<file path="config.mk">
export PLATFORM = sky130hd
export DESIGN_NAME = spi_dac_frame_scheduler
export DESIGN_NICKNAME = d
export VERILOG_FILES = /design/src/rtl/wave_gen_pkg.sv /design/src/rtl/spi_dac_shifter.sv /design/src/rtl/spi_dac_frame_scheduler.sv
export SDC_FILE = /design/constraint.sdc
export NUM_CORES = 1
export LEC_CHECK = 0
export ABC_AREA = 1
export CAP_MARGIN = 20
export CORE_MARGIN = 2
export CORE_UTILIZATION = 56
export CTS_BUF_LIST = sky130_fd_sc_hd__clkbuf_8
export DETAILED_ROUTE_END_ITERATION = 8
export PLACE_DENSITY = 0.81
export SYNTH_ARGS = -nofsm -noshare
export SYNTH_HDL_FRONTEND = slang
export SYNTH_SLANG_ARGS = --single-unit
</file>
<file path="constraint.sdc">
create_clock -name clk -period 1.63 [get_ports clk]
set_clock_uncertainty 0.05 [all_clocks]
set_input_delay 0.489 -clock clk [delete_from_list [all_inputs] [get_ports clk]]
set_output_delay 0.489 -clock clk [all_outputs]
set_load 0.05 [all_outputs]
</file>
<file path="src/rtl/wave_gen_pkg.sv">
// wave_gen_pkg: shared FSM state encoding and DAC framing constants for the SPI DAC scheduler.
package wave_gen_pkg;
    typedef enum logic [2:0] {IDLE, SETUP, SHIFT, HOLD, GAP} state_t;
    localparam int FRAME_BITS = 16;
    localparam logic [3:0] CMD_WRITE_UPDATE = 4'b0011;
    localparam logic [3:0] CMD_POWER_DOWN = 4'b0100;
endpackage

</file>
<file path="src/rtl/spi_dac_shifter.sv">
// spi_dac_shifter: parallel-load frame shift register with registered sclk/mosi and
// the half-period timebase, all stepped by strobes from the scheduler FSM.
module spi_dac_shifter #(
    parameter int CLK_DIV = 2,
    parameter int WIDTH = 16
) (
    input  logic             clk,
    input  logic             rst_n,
    input  logic             run_i,
    input  logic             load_i,
    input  logic [WIDTH-1:0] data_i,
    input  logic             rise_i,
    input  logic             fall_i,
    input  logic             drive_i,
    output logic             hp_done_o,
    output logic             sclk_o,
    output logic             mosi_o
);
    localparam int HW = CLK_DIV > 1 ? $clog2(CLK_DIV) : 1;
    logic [HW-1:0] hp_q, hp_d;
    logic [WIDTH-1:0] sh_q, sh_d;
    logic sclk_q, sclk_d, mosi_q, mosi_d;
    assign hp_done_o = hp_q == HW'(CLK_DIV - 1);
    assign sclk_o = sclk_q;
    assign mosi_o = mosi_q;
    // mosi follows the next shifter MSB so it changes on the same edge as sclk falls
    always_comb begin
        hp_d = (!run_i || hp_done_o) ? '0 : hp_q + 1'b1;
        sh_d = load_i ? data_i : fall_i ? sh_q << 1 : sh_q;
        sclk_d = rise_i ? 1'b1 : fall_i ? 1'b0 : sclk_q;
        mosi_d = drive_i & sh_d[WIDTH-1];
    end
    always_ff @(posedge clk or negedge rst_n) begin
        if (!rst_n) begin
            hp_q <= '0;
            sh_q <= '0;
            sclk_q <= 1'b0;
            mosi_q <= 1'b0;
        end else begin
            hp_q <= hp_d;
            sh_q <= sh_d;
            sclk_q <= sclk_d;
            mosi_q <= mosi_d;
        end
    end
endmodule

</file>
<file path="src/rtl/spi_dac_frame_scheduler.sv">
// spi_dac_frame_scheduler: buffers one generator sample and ships it as a {cmd, sample, pad}
// SPI mode-0 frame; excess samples are dropped and flagged. OVERRUN_CNT_EN adds overrun_cnt_o.
module spi_dac_frame_scheduler
    import wave_gen_pkg::*;
#(
    parameter int CLK_DIV = 2,
    parameter int DATA_WIDTH = 8,
    parameter int CMD_WIDTH = 4,
    parameter int PAD_WIDTH = 4
) (
    input  logic                  clk,
    input  logic                  rst_n,
    input  logic                  enable_i,
    input  logic [CMD_WIDTH-1:0]  cmd_i,
    input  logic [DATA_WIDTH-1:0] sample_i,
    input  logic                  sample_valid_i,
    output logic                  sample_ready_o,
    output logic                  spi_clk_o,
    output logic                  spi_mosi_o,
    output logic                  spi_cs_o,
    output logic                  busy_o,
    output logic                  overrun_o
`ifdef OVERRUN_CNT_EN
    ,
    output logic [7:0]            overrun_cnt_o
`endif
);
    localparam int FRM = CMD_WIDTH + DATA_WIDTH + PAD_WIDTH;
    localparam int BW = $clog2(FRM) + 1;
    state_t state_q, state_d;
    logic buf_full_q, buf_full_d, ovr_q, ovr_d, cs_q, cs_d;
    logic [DATA_WIDTH-1:0] buf_q, buf_d;
    logic [BW-1:0] bit_q, bit_d;
    logic start_frame, accept, hp_done, rise, fall, last, drive;

    assign start_frame = state_q == IDLE && buf_full_q && enable_i;
    assign sample_ready_o = enable_i && (!buf_full_q || start_frame);
    assign accept = sample_valid_i && sample_ready_o;
    assign busy_o = state_q != IDLE;
    assign spi_cs_o = cs_q;
    assign overrun_o = ovr_q;

    always_ff @(posedge clk or negedge rst_n) begin
        if (!rst_n) begin
            state_q <= IDLE;
            bit_q <= '0;
            cs_q <= 1'b1;
            buf_full_q <= 1'b0;
            buf_q <= '0;
            ovr_q <= 1'b0;
        end else begin
            state_q <= state_d;
            bit_q <= bit_d;
            cs_q <= cs_d;
            buf_full_q <= buf_full_d;
            buf_q <= buf_d;
            ovr_q <= ovr_d;
        end
    end

    always_comb begin
        state_d = state_q;
        case (state_q)
            IDLE:    state_d = start_frame ? SETUP : IDLE;
            SETUP:   state_d = hp_done ? SHIFT : SETUP;
            SHIFT:   state_d = last ? HOLD : SHIFT;
            HOLD:    state_d = hp_done ? GAP : HOLD;
            GAP:     state_d = hp_done ? IDLE : GAP;
            default: state_d = IDLE;
        endcase
    end

    // SHIFT ends one low half-period after the last falling edge, keeping cs low 2*FRM+2 half-periods
    always_comb begin
        rise = hp_done && (state_q == SETUP || (state_q == SHIFT && !spi_clk_o && bit_q != BW'(FRM)));
        fall = hp_done && state_q == SHIFT && spi_clk_o;
        last = hp_done && state_q == SHIFT && !spi_clk_o && bit_q == BW'(FRM);
        drive = state_d == SETUP || state_d == SHIFT;
        cs_d = !(drive || state_d == HOLD);
        bit_d = start_frame ? '0 : fall ? bit_q + 1'b1 : bit_q;
        buf_full_d = !enable_i ? 1'b0 : accept ? 1'b1 : start_frame ? 1'b0 : buf_full_q;
        buf_d = accept ? sample_i : buf_q;
        ovr_d = sample_valid_i && !sample_ready_o && enable_i;
    end

    spi_dac_shifter #(.CLK_DIV(CLK_DIV), .WIDTH(FRM)) u_shifter (
        .clk(clk),
        .rst_n(rst_n),
        .run_i(busy_o),
        .load_i(start_frame),
        .data_i({cmd_i, buf_q, {PAD_WIDTH{1'b0}}}),
        .rise_i(rise),
        .fall_i(fall),
        .drive_i(drive),
        .hp_done_o(hp_done),
        .sclk_o(spi_clk_o),
        .mosi_o(spi_mosi_o)
    );

`ifdef OVERRUN_CNT_EN
    logic en_q;
    logic [7:0] cnt_q, cnt_d;
    assign cnt_d = (enable_i && !en_q) ? 8'h00 : (ovr_d && cnt_q != 8'hFF) ? cnt_q + 1'b1 : cnt_q;
    assign overrun_cnt_o = cnt_q;
    always_ff @(posedge clk or negedge rst_n) begin
        if (!rst_n) begin
            en_q <= 1'b0;
            cnt_q <= 8'h00;
        end else begin
            en_q <= enable_i;
            cnt_q <= cnt_d;
        end
    end
`endif
endmodule

</file>
==> results.md <==
* Worst slew margin at 81.7%
* Reg-to-Reg Start: state_q[1]$_DFF_PN0_
* Synth area leader: dfrtp_1
* CTS tree: done
* Final #Nets at 244
* Vias in the first global route at 1406
* Layout cells sized above 1 at 22.9%
* Clk buf depth at 2
* Area contributors post-synth: dfrtp_1, nand2_1, inv_1
* Synth Area per Inst at 9.21 µm²
* Port-buffer cells at 21
* Number of enable flip-flop cells after synthesis at 0
* Most frequent cell after synthesis: nand2_1
* Startpoint Class: register
* Post-Layout Cell Count at 258
* Comb power frac at 8.0%
* Worst skew pair latency at 0.29 ns
* Sequential share of the synthesized area at 55.3%
* R2R setup slack at 0.05 ns
* Num CTS Buffers at 5
* Cell-internal power at 1.31 mW
* Wirelength per Cell at 13.1 µm
* Hold Crit Class: register to register
* Switching share of power at 23.4%
* Setup slack after layout at -0.160 ns
* Top cell type's share of synthesized area at 53.7%
* Ant diodes at 0
* Total GRT Usage at 23.2%
* Die extent in x at 58.7 µm
* Required time of the critical path at 1.09 ns
* Leakage power at 1.08 nW
* GRT overflow at 0
* Worst Tran Pin Value at 0.275 ns
* Clock power share at 35.0%
* Vias at 1351
* First-pass GRT wire length at 5.86 mm
* Area grow syn2layout at 32.8%
* CTS sink count at 37
* Top Ports at 22
* Status: finished, violations left
* Violated checks: negative setup slack
* Worst setup EP type: output pin
* Syn Inst Count at 182
* Synthesized Nets at 200
* #FFs+latches synth at 37
* GP Congestion at 0.771
* Worst R2R End: u_shifter.mosi_o$_DFF_PN0_
* Initial DRT Pass Iterations at 4
* Final hold vios at 0
* Tcrit/Tclk final at 110%
* Area of the mapped netlist at 0.00168 mm²
* Hold_sp: buf_q[7]$_DFFE_PN0P_
* DP Worst Slack at -0.291 ns
* Worst-path clk slew at 0.07 ns
* Initial antenna violation count at 0
* Max-cap violations at 0
* Top Usage Layer GRT: met2
* Rows at 19
* Vias per inst at 5.24
* Final Critical Period at 1.79 ns
* Clk root buf: clkbuf_8
* Die Area at 0.00345 mm²
* Max-slew violations at 0
* GR met2 Demand/Resource at 40.9%
* DP HPWL at 2.52 mm
* Hold endpoint: buf_q[7]$_DFFE_PN0P_
* Yosys cell types at 29
* Crit Path Class: register to output pin
* GR Util met1 at 26.8%
* Hold Crit Depth at 2
* Largest net degree at the start of global routing at 23
* Setup violators final at 2
* Synth warn at 0
* Top FF cell, synth: dfrtp_1
* Starting density of the core at 59.8%
* Net switching power at 0.401 mW
* Fmax at 559 MHz
* Routed WL at 3.37 mm
* DRC viols at 0
* Crit-path max FO at 2
* H-tree Lvls at 2
* First DRT Iteration DRCs at 42
* Post-DRT Antenna Nets at 0
* Async S/R FF share, synth at 100%
* Sequential fraction of design power at 57.0%
* PwrDens at 769 mW/mm²
* RSZ-0062 raised after global routing: yes
* Height of the die at 58.7 µm
* Maximum vdd ir drop at 0.000807 V
* Commonest cells post-synth: nand2_1, dfrtp_1, inv_1, nand3_1, nor2_1
* GRT met3 Usage at 7.91%
* R2R depth at 11
* Hold slack at 0.426 ns
* Cells after DPL at 246
* Hold buffers post-CTS at 0
* Core ar. at 0.00281 mm²
* Critical Path AT at 1.25 ns
==> how the worst max path moves through the flow <==
stage | startpoint | endpoint | slack, ns | cells after the start
CTS | state_q[0]$_DFF_PN0_ | sample_ready_o | -0.15 | 4
floorplan | state_q[1]$_DFF_PN0_ | sample_ready_o | -0.18 | 3
detailed placement | enable_i | sample_ready_o | -0.29 | 4
global route | state_q[1]$_DFF_PN0_ | sample_ready_o | -0.20 | 4
finish | state_q[1]$_DFF_PN0_ | sample_ready_o | -0.16 | 4
global placement | enable_i | sample_ready_o | -0.24 | 4
==> routing by layer <==
| metal | share of wire (%) | up-vias | wire (µm) |
|---|---|---|---|
| met2 | 50 | 40 | 1700 |
| met1 | 43 | 631 | 1440 |
| met3 | 6.0 | 4 | 201 |
| li1 | - | 676 | - |
| met5 | 0 | - | 0 |
| met4 | 0.98 | 0 | 33 |
==> sequential cells by signal (all words and copies together) (netlist names) <==
signal	count
state_q	3
overrun_o	1
spi_cs_o	1
bit_q	5
u_shifter.sh_q	15
buf_q	8
u_shifter.sclk_o	1
u_shifter.mosi_o	1
u_shifter.hp_done_o	1
buf_full_q	1
==> cell families (layout without fill, tap and decap cells) <==
logic type | count (synthesis) | count (layout) | share of synthesized area (%)
buffers and inverters | 30 | 75 | 7.09
AO/OA/AOI/OAI | 27 | 27 | 12.3
flip-flops | 37 | 37 | 55.3
adder cells (fa/ha/maj) | 2 | 2 | 1.49
XOR/XNOR | 1 | 1 | 0.522
AND/OR/NAND/NOR | 85 | 85 | 23.3
==> critical path, cell delays in order (launching register included) <==
cell	delay [ns]
dfrtp_2	0.43
nor2_4	0.14
nand2_4	0.07
a21oi_4	0.16
buf_12	0.15
==> layout by cell type (no fill, tap or decap), types with 2 or more instances in the layout <==
master / Yosys / routed
clkdlybuf4s50_1: 0 / 14
nand2_4: 2 / 3
o211ai_1: 3 / 3
a21oi_1: 7 / 7
clkinv_2: 0 / 2
nand3_1: 16 / 16
clkbuf_8: 0 / 5
inv_1: 22 / 22
o221ai_2: 3 / 3
buf_4: 1 / 18
o21ai_1: 5 / 5
inv_2: 3 / 4
nand2_1: 51 / 51
ha_1: 2 / 2
buf_12: 0 / 8
nor2_2: 2 / 2
nor2_1: 9 / 9
o221ai_1: 3 / 3
dfrtp_1: 36 / 35
o22ai_1: 3 / 3
==> layout make-up <==
type                       instances  area, µm²
inverter                          26       97.6
timing repair buffer              41        444
multi-input combinational        115        636
clock inverter                     3       13.8
tap                               31       38.8
fill                             176        578
sequential                        37        928
clock buffer                       5       68.8
==> power groups by stage <==
stage	clock (mW)	combinational [mW]	sequential (mW)
2_1_floorplan	0	0.0510	0.988
3_3_place_gp	0	0.133	0.990
6_report	0.599	0.136	0.976
3_5_place_dp	0	0.139	0.992
5_1_grt	0.652	0.152	0.979
4_1_cts	0.616	0.139	0.975
==> what timing repair did <==
item	in CTS	in global routing
pin swaps	3	1
endpoints found under the setup margin	2	2
setup buffers	3	1
resized for setup	2	1
==> stage by stage <==
| step | util (%) | instance area [µm²] | TNS [ns] | total power [mW] |
|---|---|---|---|---|
| after floorplan | - | 1680 | -0.634 | 1.04 |
| after global placement | 75.2 | 2110 | -3.30 | 1.12 |
| after detailed placement | 75.2 | 2110 | -4.87 | 1.13 |
| after CTS | 78.9 | 2210 | -0.270 | 1.73 |
| after global routing | 79.4 | 2230 | -0.393 | 1.78 |
| final | 79.4 | 2230 | -0.296 | 1.71 |
Power figures use the tool's default switching activity.
